==> config.mk <==
export PLATFORM = sky130hd
export DESIGN_NAME = stove_burner
export DESIGN_NICKNAME = d
export VERILOG_FILES = /design/src/rtl/stove_burner.sv
export SDC_FILE = /design/constraint.sdc
export NUM_CORES = 1
export LEC_CHECK = 0
export CAP_MARGIN = 10
export CORE_ASPECT_RATIO = 0.7
export CORE_MARGIN = 3
export CORE_UTILIZATION = 38
export DETAILED_ROUTE_END_ITERATION = 12
export PLACE_DENSITY_LB_ADDON = 0.2
export SLEW_MARGIN = 25
export SYNTH_ARGS = -nofsm -noshare
export SYNTH_HDL_FRONTEND = slang
export SYNTH_SLANG_ARGS = --single-unit
==> constraint.sdc <==
create_clock -name clk -period 3.45 [get_ports clk]
set_input_delay 0.5175 -clock clk [delete_from_list [all_inputs] [get_ports clk]]
set_output_delay 0.5175 -clock clk [all_outputs]
set_load 0.1 [all_outputs]
==> src/rtl/stove_burner.sv <==
// stove_burner: plant-side burner model. It turns a 0..9 power setting into a
// slot-based PWM drive, where one period is 10 slots of SLOT_CYCLES clocks.
// It also tracks a modelled residual-heat level and reports a registered "hot" flag.
// Optional feature macro: STOVE_BURNER_HYST_EN adds hysteresis to the hot flag.
// Without the macro, hot follows (heat >= HOT_THRESH) directly.
module stove_burner #(
  parameter int SLOT_CYCLES = 5_000_000,
  parameter int HEAT_W      = 8,
  parameter int HEAT_MAX    = 200,
  parameter int COOL_STEP   = 1,
  parameter int HOT_THRESH  = 10,
  parameter int HYST        = 4
) (
  input  logic              clk,
  input  logic              async_nreset,
  input  logic              enable,
  input  logic [3:0]        power,
  output logic              heater_pwm,
  output logic              hot,
  output logic [HEAT_W-1:0] heat_level,
  output logic              period_tick
);

  localparam int                CNT_W      = (SLOT_CYCLES > 1) ? $clog2(SLOT_CYCLES) : 1;
  localparam logic [CNT_W-1:0]  CNT_LAST   = CNT_W'(SLOT_CYCLES - 1);
  localparam logic [3:0]        LAST_SLOT  = 4'd9;
  localparam logic [HEAT_W:0]   HEAT_MAX_X = (HEAT_W+1)'(HEAT_MAX);
  localparam logic [HEAT_W-1:0] HEAT_MAX_V = HEAT_W'(HEAT_MAX);
  localparam logic [HEAT_W:0]   COOL_X     = (HEAT_W+1)'(COOL_STEP);
  localparam logic [HEAT_W-1:0] SET_V      = HEAT_W'(HOT_THRESH);
`ifdef STOVE_BURNER_HYST_EN
  localparam logic [HEAT_W-1:0] CLR_V      = HEAT_W'(HOT_THRESH - HYST);
`endif

  logic [CNT_W-1:0]  slot_cnt;
  logic [3:0]        slot_idx;
  logic [3:0]        power_latched;
  logic [3:0]        power_clamped;
  logic              slot_end;
  logic              boundary;
  logic [HEAT_W:0]   heat_x;
  logic [HEAT_W:0]   p_x;
  logic [HEAT_W:0]   heat_sum;
  logic [HEAT_W:0]   deficit;
  logic [HEAT_W-1:0] heat_next;

  assign slot_end      = (slot_cnt == CNT_LAST);
  assign boundary      = slot_end && (slot_idx == LAST_SLOT);
  assign power_clamped = (power > LAST_SLOT) ? LAST_SLOT : power;
  assign heat_x        = {1'b0, heat_level};
  assign p_x           = (HEAT_W+1)'(power_latched);

  // Free-running slot counter and slot index; these run even while the burner is disabled.
  always_ff @(posedge clk or negedge async_nreset) begin
    if (!async_nreset) begin
      slot_cnt <= '0;
      slot_idx <= '0;
    end else if (slot_end) begin
      slot_cnt <= '0;
      slot_idx <= (slot_idx == LAST_SLOT) ? 4'd0 : slot_idx + 4'd1;
    end else begin
      slot_cnt <= slot_cnt + CNT_W'(1);
    end
  end

  // Power is sampled only at period boundaries, but it is dropped at once when the burner is disabled.
  always_ff @(posedge clk or negedge async_nreset) begin
    if (!async_nreset) begin
      power_latched <= '0;
    end else if (!enable) begin
      power_latched <= '0;
    end else if (boundary) begin
      power_latched <= power_clamped;
    end
  end

  // Saturating heat step for the ending period, computed one bit wider so it cannot wrap.
  always_comb begin
    heat_sum  = '0;
    deficit   = '0;
    heat_next = heat_level;
    if (p_x >= COOL_X) begin
      heat_sum  = heat_x + (p_x - COOL_X);
      heat_next = (heat_sum > HEAT_MAX_X) ? HEAT_MAX_V : heat_sum[HEAT_W-1:0];
    end else begin
      deficit   = COOL_X - p_x;
      heat_next = (deficit > heat_x) ? '0 : heat_level - deficit[HEAT_W-1:0];
    end
  end

  // Registered outputs: PWM drive, period pulse, heat accumulator and hot flag.
  always_ff @(posedge clk or negedge async_nreset) begin
    if (!async_nreset) begin
      heater_pwm  <= 1'b0;
      period_tick <= 1'b0;
      heat_level  <= '0;
      hot         <= 1'b0;
    end else begin
      heater_pwm  <= enable && (slot_idx < power_latched);
      period_tick <= boundary;
      if (boundary) begin
        heat_level <= heat_next;
      end
`ifdef STOVE_BURNER_HYST_EN
      if (heat_level >= SET_V) begin
        hot <= 1'b1;
      end else if (heat_level < CLR_V) begin
        hot <= 1'b0;
      end
`else
      hot <= (heat_level >= SET_V);
`endif
    end
  end

endmodule

==> out/qor.csv <==
stage,metric,value,unit
status,outcome,finished clean,
global_route,grt_pass1_vias,2260,
finish,diodes,0,
synth,yosys.area.top_type_share,0.343,
finish,drive_gt1_frac,0.0423,
clocking,clock_path_buffers,2,
floorplanning,die_area,9190,µm²
synth,netlist_instances,333,
finish,nFillCells,750,
route,via_per_inst,5.30,
sta,hold_viol_final,0,
setup_path,critPathMostFrequentCell,ha_1,
setup_path,end_kind,flop,
setup_path,crit_fanout,8,
sta,max_freq,0.317,GHz
route,wl_per_cell,14.9,µm
clocking,clkTransAtPathRegs,0.06,ns
clocking,clock-sinks,42,
setup_path,path_cells,"inv_1, ha_1, nor3b_2, ha_1, nor3b_1, a311oi_1, o211ai_1, o2111ai_1, nand2_1, a211o_1, o21ai_2",
floorplanning,rows,26,
setup_path,crit_path_max_incr_delay,0.47,ns
sta,rsz0062_at_grt,no,
synth,synth_warnings,0,
synth,avgSynthCellArea,9.20,µm²
route,ant_nets,0,
sta,maxSlewHeadroom,0.339,
synth,synth_largest_area_cell,dfrtp_1,
placement,dp.cells,445,
sta,fin_crit,3.15,ns
floorplanning,start_util,0.406,
sta,holdWs,0.225,ns
clocking,ctsRootBufferMaster,clkbuf_16,
clocking,cts_resized,0,
route,drt-total-wl,6760,µm
sta,finalCritPeriodShare,0.914,
synth,synth_ff_type,dfrtp_1,
sta,drv_slew,0,
setup_path,crit_slowest_cell,dfrtp_1,
placement,numPortBuffers,17,
global_route,grt_max_degree,43,
clocking,cts_made_buffers,5,
synth,seq_area_frac_synth,0.343,
clocking,post_cts_buffers,0,
setup_path,worstPathRequired,3.65,ns
synth,ys_types,50,
global_route,grt_antenna_before_repair,0,
route,drc,0,
run,max_cap_violations,0,
finish,multiInputGateArea,1890,µm²
pwr,power.leakage,1.64,nW
global_route,grt_overflow_total,0,
synth,synth_seq_cells,42,
placement,gp_congestion,0.847,
route,initialDrtViolationCount,119,
setup_path,crit_path_start_kind,flop,
route,drt_pass1_iterations,4,
finish,layout.nets,397,
clocking,clock_latency,0.28,ns
floorplanning,die_h,81.1,µm
sta,worst_slew_pin_slew,0.989,ns
setup_path,worstPathArrival,3.36,ns
finish,postLayoutCoreUtil,0.469,
global_route,grt_usage,0.155,
synth,synth_area_leaders,"dfrtp_1 (34%), ha_1 (14%), xnor2_1 (5.4%)",
sta,finalSetupViolations,0,
global_route,grt_pass1_wl,11300,µm
floorplanning,core_area,7550,µm²
synth,netlist_area,3060,µm²
sta,fin_skew,0.00657,ns
clocking,htree_levels,2,
clocking,cts_tree,yes,
hold_path,hp-class,in2async,
synth,ys_async_sr_fraction,1.00,
finish,fin_cells,453,
clocking,hold_buffers,0,
setup_path,worstSetupPathType,reg2reg,
placement,place_hpwl,5290,µm
floorplanning,io_pins,18,
route,vias,2402,
placement,dpl_cell_area,3340,µm²
synth,syn_nets,376,
finish,regArea,1050,µm²
sta,tns,0,ns
floorplanning,dieWidth,113,µm
synth,synth_edf_count,0,
finish,finalInstanceArea,3540,µm²
pwr,ir_drop,0.196,mV
pwr,power.density,317,nW/µm²
finish,area_growth,15.5,%
==> synth_stat cells (3+ instances only) <==
master,instances
a211o_1,3
a21boi_0,6
a21o_1,8
a21oi_1,12
a22oi_1,3
and3_1,6
clkbuf_1,3
dfrtp_1,42
ha_1,34
inv_1,27
nand2_1,28
nand2b_1,4
nand3_1,13
nand3b_1,5
nand4_1,5
nand4b_1,3
nor2_1,25
nor2b_1,5
nor3_1,6
nor3b_1,3
o2111ai_1,4
o211a_1,3
o21a_1,3
o21ai_0,13
o22ai_1,4
or3_1,4
xnor2_1,19
xor2_1,12
==> stage by stage <==
step,worst slack (ns),total power (W)
after floorplan,0.406,0.000503
after global placement,0.349,0.000521
after detailed placement,0.325,0.000521
after CTS,0.296,0.00113
after global routing,0.0513,0.00116
final,0.296,0.00112
==> sequential cells by signal, summed over array words and instances (netlist names) <==
register / count
heat_level: 8
hot: 1
heater_pwm: 1
period_tick: 1
slot_cnt: 23
power_latched: 4
slot_idx: 4
==> logic make-up (layout without fill, tap and decap cells) <==
group           Yosys count  count (layout)  synth area share
simple gates            117             117             0.205
compound gates           73              73             0.165
flops                    42              42             0.343
fa+ha+maj                36              36             0.152
buf+inv                  32              54            0.0396
xor+xnor                 31              31            0.0886
mux                       2               2           0.00654
==> final cells by class <==
cell class,instances,share of cell area
multi-input cells,259,0.534
clock buffers,5,0.0354
repair buffers,18,0.0495
well taps,98,0.0347
flip-flops and latches,42,0.297
clock inverters,3,0.0194
inverters,28,0.0297
==> per-layer routing <==
metal | track usage | up-vias | wire, µm
met3 | 0.0261 | 7 | 283
met2 | 0.199 | 57 | 2470
met5 | 0 | - | 0
met1 | 0.261 | 1117 | 3960
met4 | 0.0324 | 0 | 54
li1 | - | 1221 | -
==> critical path: cells and delay by family, from the launching register on <==
family	cells	cell delay, ns
compound gates	5	1.14
fa+ha+maj	2	0.59
buf+inv	1	0.20
flops	1	0.47
simple gates	3	0.65
==> final timing paths <==
check / start / to / slack, ns / depth (start not counted)
max reg2reg: power_latched[0] / heat_level[0] / 0.30 / 11
min: async_nreset / hot / 0.23 / 1
min reg2reg: slot_cnt[4] / slot_cnt[4] / 0.48 / 1
min in group clk: slot_cnt[4] / slot_cnt[4] / 0.48 / 1
max in group asynchronous: async_nreset / heat_level[6] / 2.85 / 1
max: power_latched[0] / heat_level[0] / 0.30 / 11
==> cells in the final DEF, fill, tap and decap left out, types with 4 or more instances in the layout <==
master	instances
dfrtp_1	42
ha_1	34
nand2_1	28
inv_1	27
nor2_1	25
xnor2_1	19
clkdlybuf4s50_1	16
nand3_1	13
o21ai_0	13
xor2_1	12
a21oi_1	12
a21o_1	8
and3_1	6
nor3_1	6
a21boi_0	6
nand4_1	5
nor2b_1	5
nand3b_1	5
clkbuf_16	5
nand2b_1	4
or3_1	4
o2111ai_1	4
o22ai_1	4
==> report_power, final <==
group / total (W) / internal (W) / switching [W] / leakage (nW)
combinational: 0.0000183 / 0.00000675 / 0.0000115 / 0.971
clock: 0.000612 / 0.000416 / 0.000196 / 0.0940
sequential: 0.000492 / 0.000492 / 0.000000000000000000132 / 0.573
total: 0.00112 / 0.000915 / 0.000207 / 1.64
Power figures use the tool's default switching activity.
